## config.mk

```make
export PLATFORM = sky130hd
export DESIGN_NAME = if_id_hazard_stage
export DESIGN_NICKNAME = d
export VERILOG_FILES = /design/src/rtl/if_id_hazard_stage.sv
export SDC_FILE = /design/constraint.sdc
export NUM_CORES = 1
export LEC_CHECK = 0
export CAP_MARGIN = 25
export CORE_MARGIN = 3
export CORE_UTILIZATION = 41
export CTS_CLUSTER_SIZE = 12
export DETAILED_ROUTE_END_ITERATION = 10
export GPL_TIMING_DRIVEN = 0
export PLACE_DENSITY = 0.8
export SYNTH_ARGS = -nofsm -noshare
export SYNTH_HDL_FRONTEND = slang
export SYNTH_SLANG_ARGS = --single-unit
```

## constraint.sdc

```tcl
create_clock -name clock -period 3.2 [get_ports clock]
set_input_delay 0.64 -clock clock [delete_from_list [all_inputs] [get_ports clock]]
set_output_delay 0.64 -clock clock [all_outputs]
set_load 0.01 [all_outputs]
```

## src/rtl/if_id_hazard_stage.sv

```systemverilog
// IF/ID pipeline register with RAW-hazard stall against NUM_FUT in-flight destinations,
// valid/ready handshake, flush and sticky stall timeout. Optional IF_ID_STATS_EN adds stall_cycles.
module if_id_hazard_stage #(
  parameter int unsigned NUM_FUT   = 2,
  parameter int unsigned REG_W     = 5,
  parameter int unsigned MAX_STALL = 15
) (
  input  logic                       clock,
  input  logic                       reset,
  input  logic [31:0]                dataout,
  input  logic                       in_valid,
  output logic                       in_ready,
  input  logic [NUM_FUT*REG_W-1:0]   rd_fut,
  input  logic [NUM_FUT-1:0]         rd_fut_valid,
  input  logic                       flush,
  input  logic                       id_ready,
  output logic                       out_valid,
  output logic [31:0]                instr,
  output logic [REG_W-1:0]           rs,
  output logic [REG_W-1:0]           rt,
  output logic [REG_W-1:0]           rd,
  output logic                       hazard,
  output logic                       stall_timeout
`ifdef IF_ID_STATS_EN
  ,
  output logic [15:0]                stall_cycles
`endif
);

  typedef enum logic [1:0] {
    ST_EMPTY,
    ST_FULL,
    ST_STALL
  } state_e;

  localparam logic [7:0] MAX_CNT = 8'(MAX_STALL);

  state_e             state_q, state_d;
  logic [31:0]        instr_q, instr_d;
  logic [REG_W-1:0]   rs_q, rs_d;
  logic [REG_W-1:0]   rt_q, rt_d;
  logic [REG_W-1:0]   rd_q, rd_d;
  logic [7:0]         stall_cnt_q, stall_cnt_d;
  logic               stall_timeout_q, stall_timeout_d;

  logic [REG_W-1:0]   rs_in, rt_in, rd_in;
  logic [REG_W-1:0]   fut_k;
  logic               hit;
  logic               transfer;

  assign rs_in = REG_W'(dataout[25:21]);
  assign rt_in = REG_W'(dataout[20:16]);
  assign rd_in = REG_W'(dataout[15:11]);

  // Several matching entries simply OR into a single hazard.
  always_comb begin
    hit   = 1'b0;
    fut_k = '0;
    for (int unsigned k = 0; k < NUM_FUT; k++) begin
      fut_k = rd_fut[k*REG_W +: REG_W];
      if (rd_fut_valid[k] && (fut_k != '0) && ((fut_k == rs_in) || (fut_k == rt_in)))
        hit = 1'b1;
    end
  end

  assign hazard    = in_valid && hit;
  assign out_valid = (state_q == ST_FULL);
  assign in_ready  = !hazard && (!out_valid || id_ready) && !flush;
  assign transfer  = in_valid && in_ready;

  always_comb begin
    state_d     = state_q;
    instr_d     = instr_q;
    rs_d        = rs_q;
    rt_d        = rt_q;
    rd_d        = rd_q;
    stall_cnt_d = stall_cnt_q;

    if (flush) begin
      state_d     = ST_EMPTY;
      instr_d     = '0;
      rs_d        = '0;
      rt_d        = '0;
      rd_d        = '0;
      stall_cnt_d = '0;
    end else if (transfer) begin
      state_d     = ST_FULL;
      instr_d     = dataout;
      rs_d        = rs_in;
      rt_d        = rt_in;
      rd_d        = rd_in;
      stall_cnt_d = '0;
    end else begin
      // Drained or empty slot: a hazarded input turns the cycle into a bubble.
      case (state_q)
        ST_FULL: begin
          if (id_ready)
            state_d = (in_valid && hazard) ? ST_STALL : ST_EMPTY;
        end
        default: state_d = (in_valid && hazard) ? ST_STALL : ST_EMPTY;
      endcase
      if ((state_d == ST_STALL) && (stall_cnt_q != MAX_CNT))
        stall_cnt_d = stall_cnt_q + 8'd1;
    end

    stall_timeout_d = stall_timeout_q || (stall_cnt_d == MAX_CNT);
  end

  always_ff @(posedge clock) begin
    if (!reset) begin
      state_q         <= ST_EMPTY;
      instr_q         <= '0;
      rs_q            <= '0;
      rt_q            <= '0;
      rd_q            <= '0;
      stall_cnt_q     <= '0;
      stall_timeout_q <= 1'b0;
    end else begin
      state_q         <= state_d;
      instr_q         <= instr_d;
      rs_q            <= rs_d;
      rt_q            <= rt_d;
      rd_q            <= rd_d;
      stall_cnt_q     <= stall_cnt_d;
      stall_timeout_q <= stall_timeout_d;
    end
  end

  assign instr         = instr_q;
  assign rs            = rs_q;
  assign rt            = rt_q;
  assign rd            = rd_q;
  assign stall_timeout = stall_timeout_q;

`ifdef IF_ID_STATS_EN
  logic [15:0] stall_cycles_q, stall_cycles_d;

  always_comb begin
    stall_cycles_d = stall_cycles_q;
    if (hazard && (stall_cycles_q != 16'hFFFF))
      stall_cycles_d = stall_cycles_q + 16'd1;
  end

  always_ff @(posedge clock) begin
    if (!reset) stall_cycles_q <= '0;
    else        stall_cycles_q <= stall_cycles_d;
  end

  assign stall_cycles = stall_cycles_q;
`endif

endmodule
```

==> results of run 1 <==
[path summary, 6_finish.rpt]
check                               startpoint            end  slack [ns]
worst max-delay path                 rd_fut[0]       in_ready        0.12
worst min-delay path             stall_timeout  stall_timeout        0.48
worst max register to register  stall_cnt_q[0]  stall_timeout        0.67
worst min register to register   stall_timeout  stall_timeout        0.48
[what timing repair did]
action | CTS | global route
gates cloned | 0 | 0
setup endpoints to repair | 2 | 1
pin swaps | 1 | 0
resized for setup | 3 | 3
[logic make-up after synthesis]
kind of cell | after synthesis
AOI/OAI and AO/OA | 17
xor gates and xnor gates | 27
adders and majority gates | 1
buffers and inverters | 25
DFF | 43
muxes | 33
and+or+nand+nor | 82
[flip-flops by register name, indices dropped and copies added, names as in the netlist]
name and flops:
instr 32, stall_timeout 1, stall_cnt_q 8, state_q 2
[worst max-delay path, stage by stage]
cell	delay, ns
clkdlybuf4s50_1	0.48
or4_1	0.59
o211ai_2	0.21
o22ai_4	0.15
nor3_2	0.20
clkbuf_2	0.16
[where the power goes]
part | switching [mW] | total [mW] | internal, mW
Sequential | 0.00598 | 0.551 | 0.545
Clock | 0.187 | 0.339 | 0.153
Combinational | 0.0839 | 0.209 | 0.125
[metrics by stage]
stage / utilization / setup TNS, ns / setup WS (ns)
6_report: 0.676 / 0 / 0.124
5_1_grt: 0.676 / 0 / 0.0398
4_1_cts: 0.676 / 0 / 0.00111
3_5_place_dp: 0.658 / -2.87 / -0.279
3_3_place_gp: 0.658 / -2.47 / -0.262
2_1_floorplan: - / 0 / 0.531
[routing by layer]
metal / routed length [um] / share of wire / vias up
met3: 462 / 0.087 / 5
met1: 2260 / 0.43 / 860
met4: 65 / 0.012 / 0
met5: 0 / 0 / -
li1: - / - / 964
met2: 2520 / 0.47 / 75
[cell usage in the layout, fill, tap and decap left out, types with 2 or more instances in the layout]
| master | n |
|---|---|
| nand3_1 | 6 |
| clkdlybuf4s50_1 | 97 |
| clkbuf_1 | 5 |
| nor2b_1 | 2 |
| o211ai_2 | 2 |
| mux2i_1 | 33 |
| buf_4 | 17 |
| nand2b_1 | 3 |
| and3_1 | 2 |
| a21oi_1 | 6 |
| nand2_1 | 8 |
| buf_6 | 3 |
| xor2_1 | 25 |
| a22oi_1 | 2 |
| or4_1 | 2 |
| clkbuf_8 | 5 |
| nor2_1 | 47 |
| nor3_1 | 7 |
| dfxtp_1 | 43 |
| xnor2_1 | 2 |
| nand3b_1 | 2 |
[layout make-up]
class	count	area, um2
Clock buffer	6	72.6
Clock inverter	2	12.5
Fill cell	397	1570
Tap cell	67	83.8
Sequential cell	43	861
Buffer	25	180
Multi-Input combinational cell	160	1080
Timing Repair Buffer	99	985
==> run summary, run 1 <==
Number of synthesized flops with an enable pin = 0
Worst r2r path cells = 7
Arrival @ worst endpoint = 2.44 ns
Clock latency on the worst-skew pair = 0.29 ns
CTS clk-pin slew, worst paths = 0.08 ns
Area leader, netlist = dfxtp_1
Final non-filler cell total = 402
# IOs = 100
Slew @ Worst Pin = 0.529 ns
Gp weighted congestion = 0.881
Final setup vio count = 0
Fin. Hold Viols = 0
Critical Path Fanout Max = 10
Layout area overhead = 55.2%
First-pass GRT wire length = 8940 um
Count of max-cap constraint violations = 0
DRT Pass-1 Iters = 4
Startpoint Class = input port
Met2 Use GR = 0.298
Die W = 77.8 um
Syn_area_per_cell = 9.27 um2
Final Max Slew Viols = 0
Pwr dens = 335 nW/um2
Maximum clock path buffer count = 2
Initial antenna violation count = 0
Largest family of logic cells by synthesized area = simple AND/OR/NAND/NOR gates
RSZ-0062 raised after global routing = false
Top-count cell post-synth = nor2_1
WL/cell = 13.2 um
CTS Hold Buffers Added = 0
Fmax = 325 MHz
Die height = 77.8 um
# placed instances = 394
Starting Density = 0.436
Met3 GRT Util = 0.0626
Global route overflow = 0
Ys async rst share = 0
Headroom to the max-slew limit = 0.646
Drt first-iter violations = 66
Worst vdd ir = 0.284 mV
Cell Area, Placed = 3190 um2
Xor and xnor area share after synthesis = 0.112
Post-synthesis net count = 278
DR DRC count = 0
Leakage power = 1.38 nW
Final WL = 5310 um
H-tree depth = 2
Finished layout cell area = 3280 um2
#FFs+latches synth = 43
HP Class = reg -> reg
Layout net count = 384
DR vias = 1904
Overall power = 1.10 mW
Routing usage on met1 = 0.222
Layout cells sized above 1 = 0.0955
Antenna fix cells = 0
Multiplexer share of the synthesized area = 0.156
Largest net degree at the start of global routing = 14
CP Class = in -> out
Post-Synthesis Cell Area = 2110 um2
GRT Util Overall = 0.182
Clock sink count = 43
CP required = 2.56 ns
Core area = 4850 um2
Rows = 25
Die area = 6050 um2
Number of global-route vias before repair = 1900
Hpwl dp = 4080 um
Warnings from Yosys = 0
Most frequent cells after synthesis = nor2_1, dfxtp_1, mux2i_1
Syn Inst Count = 228
Post-synth cell types = 30
Status = complete, no violations
Synth top area cells = dfxtp_1, mux2i_1, xor2_1
Dominant synthesized flop cell = dfxtp_1
Post-CTS setup buffer count = 0
Remaining antenna violation count = 0
Tcrit/Tclk final = 0.961
Post-synthesis sequential area ratio = 0.407
Synthesized-area fraction occupied by and/or/nand/nor cells = 0.173
Fin crit period = 3.08 ns
Post-synth top area share = 0.407
Hold path cells = 2
Mean number of vias per cell = 4.74
Crit end category = output port
Synth Area in Compound Gates = 0.0598
Port-buffer cells = 99
Gr busiest metal = met2
Fin Clk Skew = 0.00388 ns
Adder-cell share of the synthesized area = 0.00592
CTS root buffer = clkbuf_8
Min Hold Slack = 0.481 ns
Cts bufs inserted = 5
CTS tree = built
(Power assumes the default switching activity.)
==> inputs of run 2 (changes only) <==
- CORE_MARGIN: 3 -> not set
- CORE_UTILIZATION: 41 -> 42
- CTS_BUF_LIST: not set -> sky130_fd_sc_hd__clkbuf_4
- PLACE_DENSITY: 0.8 -> 0.82
==> run summary, run 2 (synthesis results as in run 1) <==
Remaining antenna violation count = 0 (unchanged)
Status = complete, no violations
Mean number of vias per cell = 4.70 (-0.82%)
Global route overflow = 0 (unchanged)
First element of the critical path = rd_fut[6]
Critical Path Fanout Max = 3 (-7)
DRT Pass-1 Iters = 4 (unchanged)
R2R setup slack = 0.64 ns (-0.03 ns)
CP required = 2.56 ns (about the same)
Layout area overhead = 56.0%
CTS root buffer = clkbuf_4
Worst r2r path cells = 7 (unchanged)
Initial antenna violation count = 0 (unchanged)
Min Hold Slack = 0.505 ns (+0.0240 ns)
Final non-filler cell total = 403 (+0.25%)
Pwr dens = 335 nW/um2 (about the same)
Headroom to the max-slew limit = 0.688 (+0.0417)
DR DRC count = 0 (unchanged)
Most frequent cells in the layout = clkdlybuf4s50_1, nor2_1, dfxtp_1, mux2i_1, xor2_1
CP Class = in -> out
WL/cell = 12.3 um (-7.1%)
Worst r2r src = stall_cnt_q[0]
Final WL = 4950 um (-6.9%)
Arrival @ worst endpoint = 2.42 ns (-0.02 ns)
Worst path max stage delay = 0.57 ns (-0.02 ns)
CTS tree = built
Final Max Slew Viols = 0 (unchanged)
Cts bufs inserted = 5 (unchanged)
Setup TNS = 0 ns (unchanged)
Count of max-cap constraint violations = 0 (unchanged)
Number of global-route vias before repair = 1806 (-4.9%)
Fin Clk Skew = 0.00532 ns (+0.00143 ns)
Startpoint Class = input port
Max reg flops = 32 (unchanged)
Die W = 72.9 um (-6.2%)
Layout cells sized above 1 = 0.101 (+0.00567)
CTS Hold Buffers Added = 0 (unchanged)
Die height = 72.9 um (-6.2%)
Fmax = 326 MHz (+0.38%)
# IOs = 100 (unchanged)
Worst Hold Path EP = stall_timeout
CTS clk-pin slew, worst paths = 0.13 ns (+0.05 ns)
# placed instances = 394 (unchanged)
Tcrit/Tclk final = 0.958 (-0.00364)
Antenna fix cells = 0 (unchanged)
Worst vdd ir = 0.306 mV (+7.6%)
Drt first-iter violations = 110 (+67%)
Clock latency on the worst-skew pair = 0.34 ns (+0.05 ns)
Leakage power = 1.41 nW (+1.8%)
Final core occ = 0.689 (+0.0122)
Rows = 25 (unchanged)
Largest net degree at the start of global routing = 15 (+1)
Die area = 5320 um2 (-12%)
Overall power = 1.10 mW (+0.53%)
Critical-path cell list = clkdlybuf4s50_1 -> or4_1 -> o211ai_2 -> o22ai_4 -> nor3_2 -> clkdlybuf4s15_1
Worst path slowest cell = or4_1
RSZ-0062 raised after global routing = false
GRT Util Overall = 0.193 (+0.0107)
Gp weighted congestion = 0.861 (-2.2%)
Hpwl dp = 3790 um (-7.1%)
Maximum clock path buffer count = 2 (unchanged)
Core area = 4790 um2 (-1.3%)
First-pass GRT wire length = 7970 um (-11%)
HP Class = reg -> reg
Port-buffer cells = 99 (unchanged)
Critical R2R Capture = stall_timeout
Hold path cells = 2 (unchanged)
Layout net count = 385 (+0.26%)
Fin crit period = 3.06 ns (-0.0116 ns)
Starting Density = 0.442 (+0.00570)
Clock sink count = 43 (unchanged)
Crit end category = output port
DR vias = 1893 (-0.58%)
Worst Min Path Start = stall_timeout
H-tree depth = 2 (unchanged)
Fin. Hold Viols = 0 (unchanged)
Final setup vio count = 0 (unchanged)
Commonest non-fill, non-tap cell in the layout = clkdlybuf4s50_1
Slew @ Worst Pin = 0.466 ns (-0.0623 ns)
-- run 2: changes by cell type in the layout (fill, tap and decap cells not counted) --
| cell | change |
|---|---|
| clkdlybuf4s15_1 | +1 |
| bufinv_16 | +1 |
| clkbuf_1 | -1 |
| or4_4 | +1 |
| dlygate4sd2_1 | -1 |
| clkbuf_8 | -5 |
| buf_4 | +1 |
| clkinvlp_4 | -1 |
| or4_1 | -1 |
| clkinv_4 | +1 |
| clkbuf_4 | +5 |
| dlymetal6s2s_1 | +1 |
| clkbuf_2 | -1 |
-- run 2: worst max-delay path by stage --
stage,end,slack [ns]
2_1_floorplan,stall_timeout,0.53
3_3_place_gp,in_ready,-0.25
3_5_place_dp,in_ready,-0.25
4_1_cts,hazard,0.03
5_1_grt,stall_timeout,0.04
6_report,in_ready,0.14
-- run 2: per-stage QoR --
| stage | setup slack (ns) | cell area, um2 |
|---|---|---|
| floorplan | 0.531 | 2110 |
| global placement | -0.254 | 3190 |
| detailed placement | -0.249 | 3190 |
| CTS | 0.0291 | 3280 |
| global route | 0.0387 | 3300 |
| finish | 0.136 | 3300 |
-- run 2: layer usage --
metal,vias to the layer above,track usage,wire (um)
met5,-,0,0
li1,961,-,-
met1,852,0.236,2250
met3,5,0.0497,381
met2,75,0.339,2270
met4,0,0.0458,42
-- run 2: power breakdown --
group	switching, mW	internal (mW)	total (mW)
sequential	0.00599	0.545	0.551
combinational	0.0840	0.126	0.210
clock	0.178	0.165	0.343
-- run 2: timing repair --
| item | 4_1_cts | 5_1_grt |
|---|---|---|
| gates resized for setup | 2 | 4 |
| pin swaps | 1 | 0 |
| setup buffers | 1 | 0 |
| setup endpoints to repair | 2 | 2 |
-- run 2: layout make-up --
class	instances	area, um2
flip-flops and latches	43	861
well taps	67	83.8
plain buffers	25	180
clock inverters	3	43.8
fillers	411	1490
clock buffers	5	37.5
repair buffers	100	1000
multi-input cells	160	1090
-- run 2: worst max-delay path: cells and delay by family --
kind	cells	cell delay, ns
buffers and inverters	2	0.72
and+or+nand+nor	2	0.73
AOI/OAI and AO/OA	2	0.32
==> inputs of run 3 (changes only) <==
- CELL_PAD_IN_SITES_DETAIL_PLACEMENT: not set -> 1
- CELL_PAD_IN_SITES_GLOBAL_PLACEMENT: not set -> 1
- CORE_UTILIZATION: 42 -> 30
- PLACE_DENSITY: 0.82 -> not set
- PLACE_DENSITY_LB_ADDON: not set -> 0.1
- SETUP_SLACK_MARGIN: not set -> 0.3
==> run summary, run 3 (synthesis results as in run 1) <==
Status = complete, no violations
Commonest non-fill, non-tap cell in the layout = clkdlybuf4s50_1
CTS clk-pin slew, worst paths = 0.12 ns (about the same)
Fin crit period = 2.86 ns (-0.208 ns)
Headroom to the max-slew limit = 0.627 (-0.0610)
Maximum clock path buffer count = 2 (unchanged)
DR vias = 1891 (-0.11%)
Starting Density = 0.311 (-0.131)
DR DRC count = 0 (unchanged)
Layout area overhead = 58.6%
CTS tree = built
Max reg flops = 32 (unchanged)
Sw Pwr = 0.269 mW (+0.20%)
Final WL = 5660 um (+14%)
Pre-CTS setup slack = -0.434 ns (-0.185 ns)
Die W = 85.9 um (+18%)
Antenna fix cells = 0 (unchanged)
GRT Util Overall = 0.158 (-0.0348)
Final Max Slew Viols = 0 (unchanged)
Worst vdd ir = 0.134 mV (-56%)
Cts bufs inserted = 5 (unchanged)
Number of global-route vias before repair = 1906 (+5.5%)
CTS root buffer = clkbuf_4
Mean number of vias per cell = 4.37 (-7.0%)
Most frequent cells in the layout = clkdlybuf4s50_1, nor2_1, dfxtp_1, mux2i_1, xor2_1
Fin Clk Skew = 0.00853 ns (+0.00321 ns)
R2R setup slack = 0.77 ns (+0.13 ns)
Core area = 6790 um2 (+42%)
RSZ-0062 raised after global routing = true
Worst Min Path Start = stall_timeout
Internal Power = 0.760 mW (-9.2%)
Worst Hold Path EP = stall_timeout
Post-route setup slack = 0.344 ns (+0.208 ns)
Hpwl dp = 4390 um (+16%)
Layout cells sized above 1 = 0.125 (+0.0234)
Global route overflow = 0 (unchanged)
Arrival @ worst endpoint = 2.22 ns (-0.20 ns)
Sequential cell area = 861 um2 (unchanged)
Slew @ Worst Pin = 0.557 ns (+0.0911 ns)
Tcrit/Tclk final = 0.892 (-0.0651)
Clock latency on the worst-skew pair = 0.35 ns (about the same)
CTS Hold Buffers Added = 0 (unchanged)
Hold path cells = 2 (unchanged)
Layout net count = 386 (+0.26%)
Drt first-iter violations = 36 (-67%)
# placed instances = 423 (+7.4%)
Die height = 85.9 um (+18%)
Gp weighted congestion = 0.796 (-7.6%)
Critical Path Fanout Max = 4 (+1)
Final setup vio count = 0 (unchanged)
HP Class = reg -> reg
Rows = 30 (+20%)
CP required = 2.56 ns (about the same)
Pwr dens = 307 nW/um2 (-8.5%)
Port-buffer cells = 99 (unchanged)
Fin. Hold Viols = 0 (unchanged)
H-tree depth = 2 (unchanged)
Count of max-cap constraint violations = 0 (unchanged)
DRT Pass-1 Iters = 4 (unchanged)
Startpoint Class = input port
Leakage power = 1.45 nW (+3.1%)
Fill count = 807 (+96%)
Crit end category = output port
First-pass GRT wire length = 9270 um (+16%)
Comb pwr share = 0.208 (+0.018)
Worst r2r path cells = 7 (unchanged)
WL/cell = 13.1 um (+6.4%)
Area of the multi-input gates = 1140 um2 (+4.4%)
Largest net degree at the start of global routing = 13 (-2)
Sequential fraction of design power = 0.536 (+0.037)
Worst r2r src = stall_cnt_q[0]
CP Class = in -> out
Critical R2R Capture = stall_timeout
# IOs = 100 (unchanged)
Fmax = 350 MHz (+7.3%)
Remaining antenna violation count = 0 (unchanged)
Clock sink count = 43 (unchanged)
Die area = 7380 um2 (+39%)
Final non-filler cell total = 433 (+7.4%)
Clock network power share = 0.256 (-0.054)
Initial antenna violation count = 0 (unchanged)
Switching Share = 0.261 (+0.0185)
run 3: cell types whose count changed in the layout (fill, tap and decap cells not counted), sizes merged:
cell | before | now
clkbuf | 9 | 10
bufinv | 1 | 0
dlygate4sd2 | 0 | 9
dlymetal6s2s | 1 | 5
clkdlybuf4s15 | 1 | 0
buf | 22 | 24
clkdlybuf4s50 | 97 | 84
run 3: routing by layer:
metal	track usage	vias up	routed length, um
li1	-	966	-
met1	0.205	848	2610
met2	0.255	71	2580
met3	0.0452	6	392
met4	0.0455	0	67
met5	0	-	0
run 3: worst max-delay path: stages:
cell           delay, ns
dlygate4sd2_1       0.28
or4_4               0.55
o211ai_2            0.22
o22ai_4             0.13
nor3_2              0.24
buf_2               0.16
run 3: final cells by class:
cell class,count,area share
repair buffers,101,0.299
well taps,96,0.0358
plain buffers,25,0.0538
clock inverters,2,0.00224
multi-input cells,160,0.339
flip-flops and latches,43,0.257
clock buffers,6,0.0134
run 3: through the flow:
stage                     TNS, ns  total power [mW]  area [um2]  hold WS (ns)  utilization
final                           0              1.03        3350         0.481        0.493
after global routing            0              1.09        3350         0.510        0.493
after CTS                       0              1.05        3300         0.492        0.486
after detailed placement    -4.84             0.774        3220         0.461        0.475
after global placement      -3.82             0.773        3220         0.448        0.475
after floorplan                 0             0.656        2110         0.477            -
run 3: how the worst max path moves through the flow:
stage | startpoint | end | slack (ns) | depth (start not counted)
2_1_floorplan | rd_fut[6] | stall_timeout | 0.53 | 9
4_1_cts | rd_fut[5] | in_ready | 0.30 | 7
6_report | rd_fut[6] | in_ready | 0.34 | 6
5_1_grt | dataout[18] | hazard | 0.27 | 6
3_5_place_dp | rd_fut[0] | in_ready | -0.43 | 6
3_3_place_gp | rd_fut[0] | in_ready | -0.43 | 6
run 3: timing repair:
item / in CTS / in global routing
pin swaps: 3 / 3
resized for setup: 18 / 12
hold endpoints to repair: 0 / 0
setup endpoints to repair: 32 / 31
buffers inserted: 2 / 0
run 3: power by group through the flow:
stage | logic, mW | registers (mW) | clock network, mW
after floorplan | 0.0882 | 0.567 | 0
after global placement | 0.209 | 0.563 | 0
after detailed placement | 0.211 | 0.564 | 0
after CTS | 0.213 | 0.552 | 0.284
after global routing | 0.232 | 0.553 | 0.302
final | 0.214 | 0.552 | 0.263
